### src/rtl/fc_pkg.sv
// Fixed-point helpers and the backward-pass state type shared by the fully-connected layer blocks.
package fc_pkg;

    localparam int DATA_W = 16;
    localparam int FRAC_W = 12;
    localparam logic [DATA_W-1:0] Q_MAX = 16'h7FFF;
    localparam logic [DATA_W-1:0] Q_MIN = 16'h8000;

    typedef enum logic [1:0] {
        LOAD = 2'd0,
        MAC  = 2'd1,
        EMIT = 2'd2
    } bp_state_t;

    // Q3.12 x Q3.12 -> Q3.12.
    // The low fraction bits are dropped, so the result is floored toward -inf.
    // If the top bits of the product disagree, the value does not fit in Q3.12,
    // so it is clamped to the nearest extreme.
    function automatic logic [DATA_W-1:0] sat_mul_q312(input logic signed [DATA_W-1:0] a,
                                                       input logic signed [DATA_W-1:0] b);
        logic signed [2*DATA_W-1:0] p;
        logic [DATA_W-1:0]          q;
        p = (2*DATA_W)'(a) * (2*DATA_W)'(b);
        q = p[FRAC_W+DATA_W-1:FRAC_W];
        if (p[2*DATA_W-1:FRAC_W+DATA_W-1] != {(DATA_W-FRAC_W+1){p[2*DATA_W-1]}})
            q = p[2*DATA_W-1] ? Q_MIN : Q_MAX;
        return q;
    endfunction

    // Narrows a sign-extended accumulator value to a 16-bit word.
    // Out-of-range values clamp to the extremes.
    function automatic logic [DATA_W-1:0] sat16(input logic signed [31:0] v);
        logic [DATA_W-1:0] r;
        if (v > 32'sd32767)
            r = Q_MAX;
        else if (v < -32'sd32768)
            r = Q_MIN;
        else
            r = v[DATA_W-1:0];
        return r;
    endfunction

endpackage

### src/rtl/fc_backprop_dx_if.sv
// Stream and weight-RAM bus of the backward dX block.
// The slave side is the block itself.
// The master side is its environment: the dY producer, the weight RAM and the dX consumer.
interface fc_backprop_dx_if
    import fc_pkg::*;
#(
    parameter int AW = 14
);

    logic              dy_valid;
    logic              dy_ready;
    logic [DATA_W-1:0] dy_data;

    logic              w_rd_en;
    logic [AW-1:0]     w_addr;
    logic [DATA_W-1:0] w_rdata;

    logic              dx_valid;
    logic              dx_ready;
    logic [DATA_W-1:0] dx_data;
    logic              dx_last;

    modport master (
        output dy_valid, dy_data, w_rdata, dx_ready,
        input  dy_ready, w_rd_en, w_addr, dx_valid, dx_data, dx_last
    );

    modport slave (
        input  dy_valid, dy_data, w_rdata, dx_ready,
        output dy_ready, w_rd_en, w_addr, dx_valid, dx_data, dx_last
    );

endinterface

### src/rtl/fxp_mac_sat.sv
// Two-stage multiply-accumulate for Q3.12 operands.
// Stage 1 registers the saturated product; stage 2 adds it into a wide accumulator.
// 'en' marks a valid a/b pair this cycle.
// 'clr' empties both the pipeline and the accumulator.
module fxp_mac_sat
    import fc_pkg::*;
#(
    parameter int ACC_W = 24
)(
    input  logic                     clk,
    input  logic                     RST,
    input  logic                     clr,
    input  logic                     en,
    input  logic signed [DATA_W-1:0] a,
    input  logic signed [DATA_W-1:0] b,
    output logic signed [ACC_W-1:0]  acc
);

    logic [DATA_W-1:0] prod_q;
    logic              prod_vld;

    // Product stage: capture the saturated product and remember whether it is a real term.
    always_ff @(posedge clk) begin
        if (RST || clr) begin
            prod_q   <= '0;
            prod_vld <= 1'b0;
        end else begin
            prod_vld <= en;
            if (en)
                prod_q <= sat_mul_q312(a, b);
        end
    end

    // Accumulate stage: add the sign-extended product whenever the product stage held a term.
    always_ff @(posedge clk) begin
        if (RST || clr)
            acc <= '0;
        else if (prod_vld)
            acc <= acc + ACC_W'($signed(prod_q));
    end

endmodule

### src/rtl/fc_backprop_dx.sv
// Backward pass of the fully-connected layer: dX[i] = sum_j W[i*Y_SIZE+j] * dY[j].
// dY is buffered once per frame.
// Each dX word then streams one row of the forward-layout weight RAM through the MAC.
module fc_backprop_dx
    import fc_pkg::*;
#(
    parameter int X_SIZE = 120,
    parameter int Y_SIZE = 84,
    parameter int ACC_W  = 24,
    parameter int AW     = $clog2(X_SIZE*Y_SIZE)
)(
    input  logic            clk,
    input  logic            RST,
    fc_backprop_dx_if.slave bus,
    output logic            busy
);

    localparam int JW = $clog2(Y_SIZE+1);
    localparam int IW = $clog2(X_SIZE+1);
    localparam int CW = $clog2(Y_SIZE+3);

    localparam logic [JW-1:0] J_LAST   = JW'(Y_SIZE-1);
    localparam logic [IW-1:0] I_LAST   = IW'(X_SIZE-1);
    localparam logic [CW-1:0] C_ISSUE  = CW'(Y_SIZE);
    localparam logic [CW-1:0] C_LAST   = CW'(Y_SIZE+1);
    localparam logic [AW-1:0] ROW_STEP = AW'(Y_SIZE);

    bp_state_t state, state_nxt;

    logic [JW-1:0]     j;
    logic [IW-1:0]     i;
    logic [CW-1:0]     mac_cnt;
    logic [AW-1:0]     row_base;
    logic              rd_vld;
    logic [JW-1:0]     rd_j;
    logic [DATA_W-1:0] dy_buf [Y_SIZE];

    logic              dy_fire;
    logic              dx_fire;
    logic              issue;
    logic              mac_clr;
    logic signed [ACC_W-1:0] acc;
    logic signed [31:0]      acc_ext;

    assign dy_fire = (state == LOAD) && bus.dy_valid;
    assign dx_fire = (state == EMIT) && bus.dx_ready;

    // Reads go out only in the first Y_SIZE MAC cycles.
    // The last two cycles drain the product and accumulate stages.
    assign issue   = (state == MAC) && (mac_cnt < C_ISSUE);
    assign mac_clr = (state == MAC) && (mac_cnt == '0);
    assign acc_ext = 32'(acc);

    assign bus.dy_ready = (state == LOAD);
    assign bus.w_rd_en  = issue;
    assign bus.w_addr   = row_base + AW'(mac_cnt);
    assign bus.dx_valid = (state == EMIT);
    assign bus.dx_last  = (state == EMIT) && (i == I_LAST);
    assign bus.dx_data  = (state == EMIT) ? sat16(acc_ext) : '0;
    assign busy         = (state != LOAD);

    // State register; any unknown encoding falls back to LOAD through the next-state default.
    always_ff @(posedge clk) begin
        if (RST)
            state <= LOAD;
        else
            state <= state_nxt;
    end

    // Next state: fill dY, run one row through the MAC, hand the word off, repeat per row.
    always_comb begin
        state_nxt = LOAD;
        case (state)
            LOAD: state_nxt = (dy_fire && (j == J_LAST)) ? MAC : LOAD;
            MAC:  state_nxt = (mac_cnt == C_LAST) ? EMIT : MAC;
            EMIT: begin
                if (dx_fire)
                    state_nxt = (i == I_LAST) ? LOAD : MAC;
                else
                    state_nxt = EMIT;
            end
            default: state_nxt = LOAD;
        endcase
    end

    // Frame counters.
    // j walks the dY buffer and i walks the rows.
    // row_base tracks i*Y_SIZE so addressing needs only an adder.
    // mac_cnt times the MAC phase and is zero outside it.
    always_ff @(posedge clk) begin
        if (RST) begin
            j        <= '0;
            i        <= '0;
            mac_cnt  <= '0;
            row_base <= '0;
        end else begin
            if (dy_fire)
                j <= (j == J_LAST) ? '0 : j + JW'(1);

            if ((state == MAC) && (mac_cnt != C_LAST))
                mac_cnt <= mac_cnt + CW'(1);
            else
                mac_cnt <= '0;

            if (dx_fire) begin
                if (i == I_LAST) begin
                    i        <= '0;
                    row_base <= '0;
                end else begin
                    i        <= i + IW'(1);
                    row_base <= row_base + ROW_STEP;
                end
            end
        end
    end

    // Read-return alignment.
    // This remembers which dY entry pairs with the weight arriving next cycle.
    always_ff @(posedge clk) begin
        if (RST) begin
            rd_vld <= 1'b0;
            rd_j   <= '0;
        end else begin
            rd_vld <= issue;
            rd_j   <= JW'(mac_cnt);
        end
    end

    // dY storage; it is reused for every row of the frame, so it needs no reset.
    always_ff @(posedge clk) begin
        if (dy_fire)
            dy_buf[j] <= bus.dy_data;
    end

    fxp_mac_sat #(
        .ACC_W (ACC_W)
    ) u_mac (
        .clk (clk),
        .RST (RST),
        .clr (mac_clr),
        .en  (rd_vld),
        .a   (bus.w_rdata),
        .b   (dy_buf[rd_j]),
        .acc (acc)
    );

endmodule

### src/flat_wrapper.sv
// flat-port wrapper written by rule: the top's interface ports become plain ports
module fc_backprop_dx_flat import fc_pkg::*;
#(
    parameter int X_SIZE = 120,
    parameter int Y_SIZE = 84,
    parameter int ACC_W  = 24,
    parameter int AW     = $clog2(X_SIZE*Y_SIZE)
)
  (clk, RST, busy, bus_dy_valid, bus_dy_data, bus_w_rdata, bus_dx_ready, bus_dy_ready, bus_w_rd_en, bus_w_addr, bus_dx_valid, bus_dx_data, bus_dx_last);
  fc_backprop_dx_if #(.AW(AW)) bus_i ();
  input  logic clk;
  input  logic RST;
  output logic busy;
  input wire logic [$bits(bus_i.dy_valid)-1:0] bus_dy_valid;
  input wire logic [$bits(bus_i.dy_data)-1:0] bus_dy_data;
  input wire logic [$bits(bus_i.w_rdata)-1:0] bus_w_rdata;
  input wire logic [$bits(bus_i.dx_ready)-1:0] bus_dx_ready;
  output wire logic [$bits(bus_i.dy_ready)-1:0] bus_dy_ready;
  output wire logic [$bits(bus_i.w_rd_en)-1:0] bus_w_rd_en;
  output wire logic [$bits(bus_i.w_addr)-1:0] bus_w_addr;
  output wire logic [$bits(bus_i.dx_valid)-1:0] bus_dx_valid;
  output wire logic [$bits(bus_i.dx_data)-1:0] bus_dx_data;
  output wire logic [$bits(bus_i.dx_last)-1:0] bus_dx_last;
  assign bus_i.dy_valid = bus_dy_valid;
  assign bus_i.dy_data = bus_dy_data;
  assign bus_i.w_rdata = bus_w_rdata;
  assign bus_i.dx_ready = bus_dx_ready;
  assign bus_dy_ready = bus_i.dy_ready;
  assign bus_w_rd_en = bus_i.w_rd_en;
  assign bus_w_addr = bus_i.w_addr;
  assign bus_dx_valid = bus_i.dx_valid;
  assign bus_dx_data = bus_i.dx_data;
  assign bus_dx_last = bus_i.dx_last;
  fc_backprop_dx #(.X_SIZE(X_SIZE), .Y_SIZE(Y_SIZE), .ACC_W(ACC_W), .AW(AW)) u_core (.clk(clk), .RST(RST), .bus(bus_i), .busy(busy));
endmodule
### config.mk
export PLATFORM = sky130hd
export DESIGN_NAME = fc_backprop_dx_flat
export DESIGN_NICKNAME = d
export VERILOG_FILES = /design/src/rtl/fc_pkg.sv /design/src/rtl/fc_backprop_dx_if.sv /design/src/rtl/fxp_mac_sat.sv /design/src/rtl/fc_backprop_dx.sv /design/src/flat_wrapper.sv
export SDC_FILE = /design/constraint.sdc
export NUM_CORES = 2
export LEC_CHECK = 0
export ABC_AREA = 1
export ABC_CLOCK_PERIOD_IN_PS = 19100
export CAP_MARGIN = 20
export CORE_MARGIN = 2
export CORE_UTILIZATION = 30
export CTS_BUF_LIST = sky130_fd_sc_hd__clkbuf_16
export DETAILED_ROUTE_END_ITERATION = 12
export HOLD_SLACK_MARGIN = 0.15
export PLACE_DENSITY_LB_ADDON = 0.08
export SETUP_SLACK_MARGIN = 0.3
export SLEW_MARGIN = 20
export SYNTH_ARGS = -nofsm -noshare
export SYNTH_HDL_FRONTEND = slang
export SYNTH_SLANG_ARGS = --single-unit
### constraint.sdc
create_clock -name clk -period 19.1 [get_ports clk]
set_input_delay 2.865 -clock clk [delete_from_list [all_inputs] [get_ports clk]]
set_output_delay 2.865 -clock clk [all_outputs]
set_load 0.02 [all_outputs]
==> run_results.csv <==
group,metric,value,unit
floorplan,die_width,478,um
clock_tree,clock_latency,830,ps
finish,drive_gt1_share,7.58,%
floorplan,io_pins,71,
floorplan,row_count,174,
floorplan,fp.dieArea,229000,um^2
yosys,synth_seq_area_share,62.4,%
routing,wl,228000,um
clock_tree,htree_levels,4,
worst_setup_path,cp-start-kind,"flip-flop",
routing,vias,45500,
sta,post-route-period-util,61.4,%
global_route,grt_pass1_vias,45800,
routing,wl_met3,9690,um
yosys,ys_top_cells_by_area,"edfxtp_1, fa_1, nor2_1, o21ai_0, o221ai_1",
run_status,outcome,"completed",
routing,drtPass1Iterations,6,
worst_setup_path,arrival,12440,ps
placement,routabilityCongestion,0.831,
worst_setup_path,cp.required,19810,ps
yosys,synth_cell_types,53,
floorplan,core,224000,um^2
worst_setup_path,worstSetupPathType,"flip-flop to flip-flop",
yosys,synth_seq_cells,1428,
routing,dr.max_layer_used,"met4",
global_route,grt_pass1_wl,333000,um
sta,fin_skew,29.6,ps
yosys,synth_top_cell_by_area,"edfxtp_1",
placement,dp.cells,8636,
yosys,synth_area,67400,um^2
yosys,ys.flop_type,"edfxtp_1",
flow_run,maxCapViolCount,0,
worst_setup_path,cp_max_fo,71,
routing,routed_via_density,5.09,
clock_tree,post_cts_buffers,0,
sta,max_freq,85.3,MHz
sta,tightest_slew,1200,ps
sta,fin_tns_setup,0,ps
sta,min_period,11730,ps
yosys,synthArstFlopShare,0,%
worst_setup_path,endpoint_kind,"flip-flop",
pwr,cellLeakagePower,0.0270,uW
pwr,p_per_area,156,nW/um^2
yosys,synth_edf_count,1344,
worst_setup_path,critPathMaxStageDelay,850,ps
min_path,hp-class,"flip-flop to flip-flop",
sta,slew_headroom,19.3,%
floorplan,die_h,478,um
yosys,synth_nets,6196,
routing,wl_met1,105000,um
routing,ant_nets,0,
worst_setup_path,critPathBufInv,11,
sta,setup_viol,0,
yosys,synth_top_area_share,59.9,%
routing,drt_iter0_drc,3746,
global_route,track_usage,19.8,%
clock_tree,tritoncts,"built",
worst_setup_path,cp_top_family,"adder cells",
clock_tree,clock-sinks,1428,
sta,hold_violations,0,
routing,wl_per_cell,25.6,um
placement,port_buffers,70,
clock_tree,hold_buffers,0,
sta,maxSlewViolCount,0,
finish,mostFrequentLayoutCells,"edfxtp_1, nor2_1, o21ai_0",
pwr,peakVddDrop,762,uV
routing,drc,0,
clock_tree,root_buffer,"clkbuf_16",
finish,nets,6221,
floorplan,initial_core_util,30.1,%
global_route,grt_max_degree,181,
yosys,syn_area_per_cell,11.7,um^2
yosys,syn-instance-count,5785,
sta,rsz0062_at_grt,"no",
clock_tree,clk_path_buf_depth,3,
global_route,grt_overflow,0,
finish,syn2layout_area_growth,13.9,%
clock_tree,cts_made_buffers,162,
finish,stdcell_count,8935,
placement,place_hpwl,136000,um
finish,layout_commonest_cell,"edfxtp_1",
worst_setup_path,worst_path_max_delay_cell,"dfxtp_4",
clock_tree,path_clk_slew,60,ps
routing,dr_wl_met2,109000,um
pwr,total_power,12000,uW
worst_setup_path,cpMostUsedCell,"nand2_1",
yosys,ys_warn_count,0,
global_route,antenna_found_initial,5,
clock_tree,cts_resized,0,
routing by layer:
layer / vias up / track usage, %
li1: 20600 / -
met1: 23500 / 27.3
met4: 0 / 4.94
met2: 1050 / 32.9
met5: - / 0
met3: 268 / 2.65
worst register-to-register path, delay by kind of cell (launching register included):
kind,cells,cell delay [ps]
adders and majority gates,7,3670
AOI/OAI and AO/OA,4,1360
DFF,1,850
buffers and inverters,11,3090
and+or+nand+nor,16,2640
worst paths after layout:
check / startpoint / to / slack (ps) / cells past startpoint
max: flip-flop / u_core.u_mac.prod_q[1]$_SDFFE_PP0P_ / 7370 / 38
min reg2reg: u_core.i[6]$_SDFFE_PP0P_ / u_core.i[6]$_SDFFE_PP0P_ / 470 / 1
min: u_core.i[6]$_SDFFE_PP0P_ / u_core.i[6]$_SDFFE_PP0P_ / 470 / 1
max reg2reg: flip-flop / u_core.u_mac.prod_q[1]$_SDFFE_PP0P_ / 7370 / 38
per-stage QoR:
stage / hold WS [ps] / util, % / setup WS (ps) / cell area, um^2
6_report: 471 / 34.3 / 7370 / 76800
3_3_place_gp: 455 / 32.0 / 7440 / 71600
3_5_place_dp: 470 / 32.0 / 7400 / 71700
2_1_floorplan: 436 / - / 10130 / 67400
5_1_grt: 499 / 34.3 / 6530 / 76800
4_1_cts: 481 / 34.3 / 7350 / 76700
power by group:
group          switching [uW]  internal [uW]
clock                    1320           1680
sequential               1.74           3430
combinational            3690           1830
cell type report:
type / instances / area, um^2
Timing Repair Buffer: 205 / 1760
Fill cell: 22200 / 147000
Clock inverter: 129 / 921
Clock buffer: 165 / 4130
Sequential cell: 1428 / 42100
Multi-Input combinational cell: 3533 / 22300
Inverter: 480 / 1830
Tap cell: 2992 / 3740
Antenna cell: 3 / 7.51
sequential cells by signal, indices dropped and copies added, names as in the netlist, named ones only:
| signal | cells |
|---|---|
| u_core.state | 2 |
| u_core.mac_cnt | 7 |
| u_core.row_base | 12 |
| u_core.dy_buf | 1344 |
| u_core.u_mac.acc | 24 |
| u_core.u_mac.prod_q | 16 |
| u_core.j | 7 |
| u_core.rd_vld | 1 |
| u_core.u_mac.prod_vld | 1 |
| u_core.i | 7 |
cell usage after synthesis (2+ instances only):
| cell type | n |
|---|---|
| fa_1 | 262 |
| clkbuf_1 | 250 |
| nand4_1 | 7 |
| a311o_1 | 4 |
| o211ai_1 | 38 |
| nor3_1 | 22 |
| o31ai_1 | 2 |
| ha_1 | 113 |
| buf_4 | 7 |
| buf_1 | 24 |
| clkinv_1 | 16 |
| a211oi_1 | 9 |
| a21o_1 | 3 |
| a21oi_1 | 121 |
| o21ai_0 | 698 |
| a21boi_0 | 2 |
| nor4_1 | 6 |
| edfxtp_1 | 1344 |
| inv_1 | 462 |
| o21ai_1 | 5 |
| o21bai_1 | 3 |
| buf_2 | 55 |
| dfxtp_1 | 84 |
| nand2_1 | 486 |
| buf_8 | 2 |
| or3_1 | 4 |
| a311oi_1 | 3 |
| buf_6 | 5 |
| a31oi_1 | 43 |
| xor2_1 | 33 |
| a221oi_1 | 15 |
| o221ai_1 | 220 |
| o311ai_0 | 6 |
| o22ai_1 | 79 |
| nand2_2 | 3 |
| nor2_1 | 1011 |
| xnor2_1 | 21 |
| nand3_1 | 293 |
| nand3_2 | 2 |
| nor3b_1 | 3 |
| o21a_1 | 6 |
| nor2_4 | 2 |
kinds of logic after synthesis:
kind of cell,synth area share (%)
flip-flops,62.4
AO/OA/AOI/OAI,11.2
AND/OR/NAND/NOR,11.0
adder cells (fa/ha/maj),9.88
buffers and inverters,4.85
XOR/XNOR,0.701
No activity file was read; power rests on OpenSTA's default activity.
